$ cat src/rtl/fetch_unit.sv
// Instruction fetch stage: PC sequencing, stall hold buffer and redirect drain.
// Optional stall-cycle counter output enabled by defining FETCH_PERF_CNT_EN.
module fetch_unit #(
  parameter int              SIZE     = 32,
  parameter logic [SIZE-1:0] RESET_PC = '0
) (
  input  logic            CLK,
  input  logic            CLR_N,
  input  logic            StallF,
  input  logic            PCSrcE,
  input  logic [SIZE-1:0] PCTargetE,
  input  logic            IMemRdy,
  input  logic [SIZE-1:0] IMemRData,
  output logic            IMemReq,
  output logic [SIZE-1:0] IMemAddr,
  output logic [SIZE-1:0] InstrF,
  output logic [SIZE-1:0] PCF,
  output logic [SIZE-1:0] PCPlus4F,
`ifdef FETCH_PERF_CNT_EN
  output logic [SIZE-1:0] FetchStallCnt,
`endif
  output logic            FetchBusyF
);

  // state | meaning
  // IDLE  | one cycle after reset release, no request
  // FETCH | request outstanding at PCF, instruction accepted when IMemRdy
  // HOLD  | decode stalled, instruction replayed from hold buffer
  // DRAIN | redirect taken while a request was pending, discard its data
  typedef enum logic [1:0] {IDLE, FETCH, HOLD, DRAIN} state_t;

  localparam logic [SIZE-1:0] NOP     = SIZE'(32'h0000_0013);
  localparam logic [SIZE-1:0] PC_MASK = {{(SIZE-2){1'b1}}, 2'b00};

  state_t          state, state_nxt;
  logic [SIZE-1:0] pc_q, pc_nxt;
  logic [SIZE-1:0] hold_q, hold_nxt;
  logic [SIZE-1:0] redir_q, redir_nxt;
  logic [SIZE-1:0] tgt;

  assign tgt      = PCTargetE & PC_MASK;
  assign PCF      = pc_q;
  assign IMemAddr = pc_q;
  assign PCPlus4F = pc_q + SIZE'(4);

  always_ff @(posedge CLK or negedge CLR_N) begin
    if (!CLR_N) begin
      state   <= IDLE;
      pc_q    <= RESET_PC & PC_MASK;
      hold_q  <= NOP;
      redir_q <= '0;
    end else begin
      state   <= state_nxt;
      pc_q    <= pc_nxt;
      hold_q  <= hold_nxt;
      redir_q <= redir_nxt;
    end
  end

  always_comb begin
    state_nxt  = state;
    pc_nxt     = pc_q;
    hold_nxt   = hold_q;
    redir_nxt  = redir_q;
    IMemReq    = 1'b0;
    FetchBusyF = 1'b1;
    InstrF     = NOP;
    case (state)
      IDLE: begin
        state_nxt = FETCH;
        if (PCSrcE) pc_nxt = tgt;
      end
      FETCH: begin
        IMemReq = 1'b1;
        if (IMemRdy) begin
          InstrF     = IMemRData;
          FetchBusyF = 1'b0;
          hold_nxt   = IMemRData;
          if (PCSrcE)       pc_nxt = tgt;
          else if (!StallF) pc_nxt = PCPlus4F;
          else              state_nxt = HOLD;
        end else if (PCSrcE) begin
          redir_nxt = tgt;
          state_nxt = DRAIN;
        end
      end
      HOLD: begin
        InstrF     = hold_q;
        FetchBusyF = 1'b0;
        if (PCSrcE) begin
          pc_nxt    = tgt;
          state_nxt = FETCH;
        end else if (!StallF) begin
          pc_nxt    = PCPlus4F;
          state_nxt = FETCH;
        end
      end
      DRAIN: begin
        IMemReq = 1'b1;
        // a redirect arriving in the same cycle as the stale data still wins
        if (IMemRdy) begin
          pc_nxt    = PCSrcE ? tgt : redir_q;
          state_nxt = FETCH;
        end else if (PCSrcE) begin
          redir_nxt = tgt;
        end
      end
      default: state_nxt = IDLE;
    endcase
  end

`ifdef FETCH_PERF_CNT_EN
  logic [SIZE-1:0] stall_cnt;
  always_ff @(posedge CLK or negedge CLR_N) begin
    if (!CLR_N)
      stall_cnt <= '0;
    else if (FetchBusyF && (state == FETCH || state == DRAIN) && stall_cnt != '1)
      stall_cnt <= stall_cnt + SIZE'(1);
  end
  assign FetchStallCnt = stall_cnt;
`endif

endmodule

$ cat config.mk
export PLATFORM = sky130hd
export DESIGN_NAME = fetch_unit
export DESIGN_NICKNAME = d
export VERILOG_FILES = /design/src/rtl/fetch_unit.sv
export SDC_FILE = /design/constraint.sdc
export NUM_CORES = 1
export LEC_CHECK = 0
export CAP_MARGIN = 30
export CORE_ASPECT_RATIO = 0.75
export CORE_MARGIN = 10
export CORE_UTILIZATION = 47
export CTS_CLUSTER_DIAMETER = 30
export DETAILED_ROUTE_END_ITERATION = 6
export PLACE_DENSITY = 0.79
export SYNTH_ARGS = -nofsm -noshare
export SYNTH_HDL_FRONTEND = slang
export SYNTH_SLANG_ARGS = --single-unit
$ cat constraint.sdc
create_clock -name CLK -period 2.65 [get_ports CLK]
set_input_delay 0.265 -clock CLK [delete_from_list [all_inputs] [get_ports CLK]]
set_output_delay 0.265 -clock CLK [all_outputs]
set_load 0.05 [all_outputs]
==> impl_metrics.ini <==
[sta]
clock_skew_ps = 7.355
finalSetupViolCount = 0
timing.hold.ws_ps = 444.5
fin_crit_sh_pct = 98.62
worst_pin_slew_ps = 859.0
max_freq_ghz = 0.3826
finalSetupTns_ps = 0
slew_headroom_pct = 42.74
finalHoldViolCount = 0
rsz0062_at_grt = true
fin_crit_ps = 2613
final_max_slew_viol_count = 0

[floorplan]
die_y_um = 117.8
num_io_pins = 199
core_um2 = 12390
num_rows = 35
dieArea_um2 = 17710
start_util_pct = 48.34
die_x_um = 150.4

[clock_tree]
cts_made_buffers = 9
tritoncts = yes
clock_latency_ps = 350
clock-sinks = 98
h-tree-depth = 3
clockBufferDepth = 2
path_clk_slew_ps = 70
cts_root_buffer = clkbuf_16

[detailed_routing]
wl_per_cell_um = 20.41
first_iter_violations = 529
via_count = 6047
drc = 0
avgViaCountPerCell = 5.843
drtAntennaViolNets = 0
dr.pass1.iters = 5
routed_wl_mm = 21.12

[power_and_ir_drop]
power.leakage_nw = 3.944
power.density_nw_per_um2 = 1572
vdd_drop_max_v = 0.0009421

[worst_setup_path]
critPathMaxFanout = 9
crit_arrival_ps = 2350
timing.rr.start = state[0]$_DFFE_PN0P_
critical_path.slowest_cell = dfrtp_1
reg2reg_depth = 7
crit_chain = nand4_1, nor2_2, nand3_1, nor2_1, xor2_2, buf_12
rrSetupSlack_ps = 190
cp_top_family = simple AND/OR/NAND/NOR gates
slowest_delay_ps = 570
path_depth = 6
required_ps = 2380
crit_path_end = PCPlus4F[23]
start_kind = register
r2r-end = IMemAddr[28]$_DFFE_PN0P_
crit_buf_inv = 1
cp-startpoint = IMemAddr[4]$_DFFE_PN0P_
setup.worst_path.class = register to output pin
end_kind = output pin

[hold_path]
hold_class = input pin to register
hold_path_startpoint = IMemRData[4]

[job]
drv_cap = 0

[layout]
final.fill_count = 860
final_nets = 939
final_cell_mix = 154 x nand2_1, 135 x clkdlybuf4s50_1, 90 x dfrtp_1, 57 x buf_12, 45 x nor2_1
drive_gt1_share_pct = 21.63
register_area_um2 = 2462
area_delta_synth_final_pct = 52.44
layout_commonest_cell = nand2_1
diodes = 0
multi_input_area_um2 = 3229

[synth]
ys_seq_elements = 98
yosys_warnings = 0
ys.flop_type = dfrtp_1
yosysUniqueCellTypes = 66
yosys.area.top_type = dfrtp_1
synth_edf_count = 0
syn_area_per_cell_um2 = 8.657
synthArstFlopShare_pct = 100.0
ys_seq_area_share_pct = 41.00
syn_inst = 692
netlist_area_um2 = 5991
synthTopCellsByArea = dfrtp_1 40%, nand2_1 9.6%, mux2_2 5.5%, buf_4 4.3%, a21boi_0 3.6%
yosysTopAreaCellShare_pct = 39.68
syn_nets = 767

[global_routing]
grt_usage_pct = 23.18
grt_max_degree = 45
grt_pass1_vias = 6033
overflow = 0
grt_pass1_wl_mm = 33.16
antenna_found_initial = 0

[status]
outcome = finished, final reports clean

[placement]
post-dp-hpwl_mm = 15.63
gp_congestion = 0.8776
port_buffers = 196
==> stage by stage <==
stage               utilization, %  cells  power, W  cell area (um2)  setup slack, ps
finish                       73.69   1035   0.01435             9133            36.53
CTS                          73.31   1032   0.01431             9085           0.6579
floorplan                        -    692  0.009095             6122           -81.73
global placement             70.19   1013   0.01251             8698            330.3
global route                 73.69   1035   0.01503             9133           -18.52
detailed placement           70.35   1014   0.01281             8718            251.7
==> area by class of cell <==
type	count	area share, %
multi-input cells	503	35.36
repair buffers	238	31.11
flip-flops and latches	98	26.96
clock buffers	12	2.918
well taps	166	2.274
clock inverters	4	0.7946
inverters	14	0.5754
==> registers in the layout (all words and copies together) (netlist names) <==
signal / count
IMemAddr: 32
hold_q: 32
redir_q: 32
state: 2
==> worst min-delay path: stages <==
cell	delay, ps
clkdlybuf4s50_1	420
nand2_1	70
nand2_1	40
==> Yosys cell counts, types with 6 or more instances <==
| master | n |
|---|---|
| o31ai_1 | 9 |
| a22oi_1 | 8 |
| mux2_2 | 29 |
| a221oi_1 | 8 |
| ha_1 | 6 |
| xor2_1 | 11 |
| o21ai_0 | 39 |
| nand4_1 | 9 |
| dfrtp_1 | 95 |
| buf_4 | 34 |
| a21oi_1 | 13 |
| nor3_1 | 9 |
| nor2_1 | 49 |
| a32o_1 | 7 |
| xnor2_1 | 17 |
| inv_1 | 14 |
| clkbuf_1 | 38 |
| nand3_1 | 17 |
| nand2_1 | 154 |
| a21boi_0 | 29 |
| and3_1 | 8 |
==> routing by layer <==
metal | GRT usage (%) | vias up | part of all wire, %
met4 | 7.879 | 0 | 1.7
met2 | 37.12 | 300 | 49
met5 | 0 | - | 0
met1 | 29.40 | 2984 | 39
met3 | 6.108 | 25 | 9.7
li1 | - | 2738 | -
==> cell families after synthesis <==
family,after synthesis,share of synthesized area [%]
simple gates,278,20.89
xor+xnor,28,4.093
buf+inv,91,7.895
mux,32,5.952
compound gates,159,18.92
flops,98,41.00
fa+ha+maj,6,1.253
==> power breakdown <==
part / switching (W) / total [W] / internal (W) / leakage [nW]
Clock: 0.000583 / 0.00149 / 0.000904 / 0.165
Combinational: 0.00607 / 0.00997 / 0.00390 / 2.59
Sequential: 0.000663 / 0.00290 / 0.00223 / 1.19
==> worst min-delay path by stage <==
stage          cells after the start                 endpoint  slack, ps
6_report                           3    hold_q[4]$_DFFE_PN1P_        440
5_1_grt                            3    hold_q[1]$_DFFE_PN1P_        460
4_1_cts                            3    hold_q[1]$_DFFE_PN1P_        440
3_5_place_dp                       1   hold_q[25]$_DFFE_PN0P_        310
3_3_place_gp                       2    hold_q[4]$_DFFE_PN1P_        450
2_1_floorplan                      0  IMemAddr[0]$_DFFE_PN0P_        -30
==> what timing repair did <==
item,4_1_cts,5_1_grt
endpoints found under the hold margin,42,0
hold buffers,1,0
pin swaps,1,1
resized for setup,4,11
endpoints found under the setup margin,5,41
setup buffers,1,3
Power figures use the tool's default switching activity.
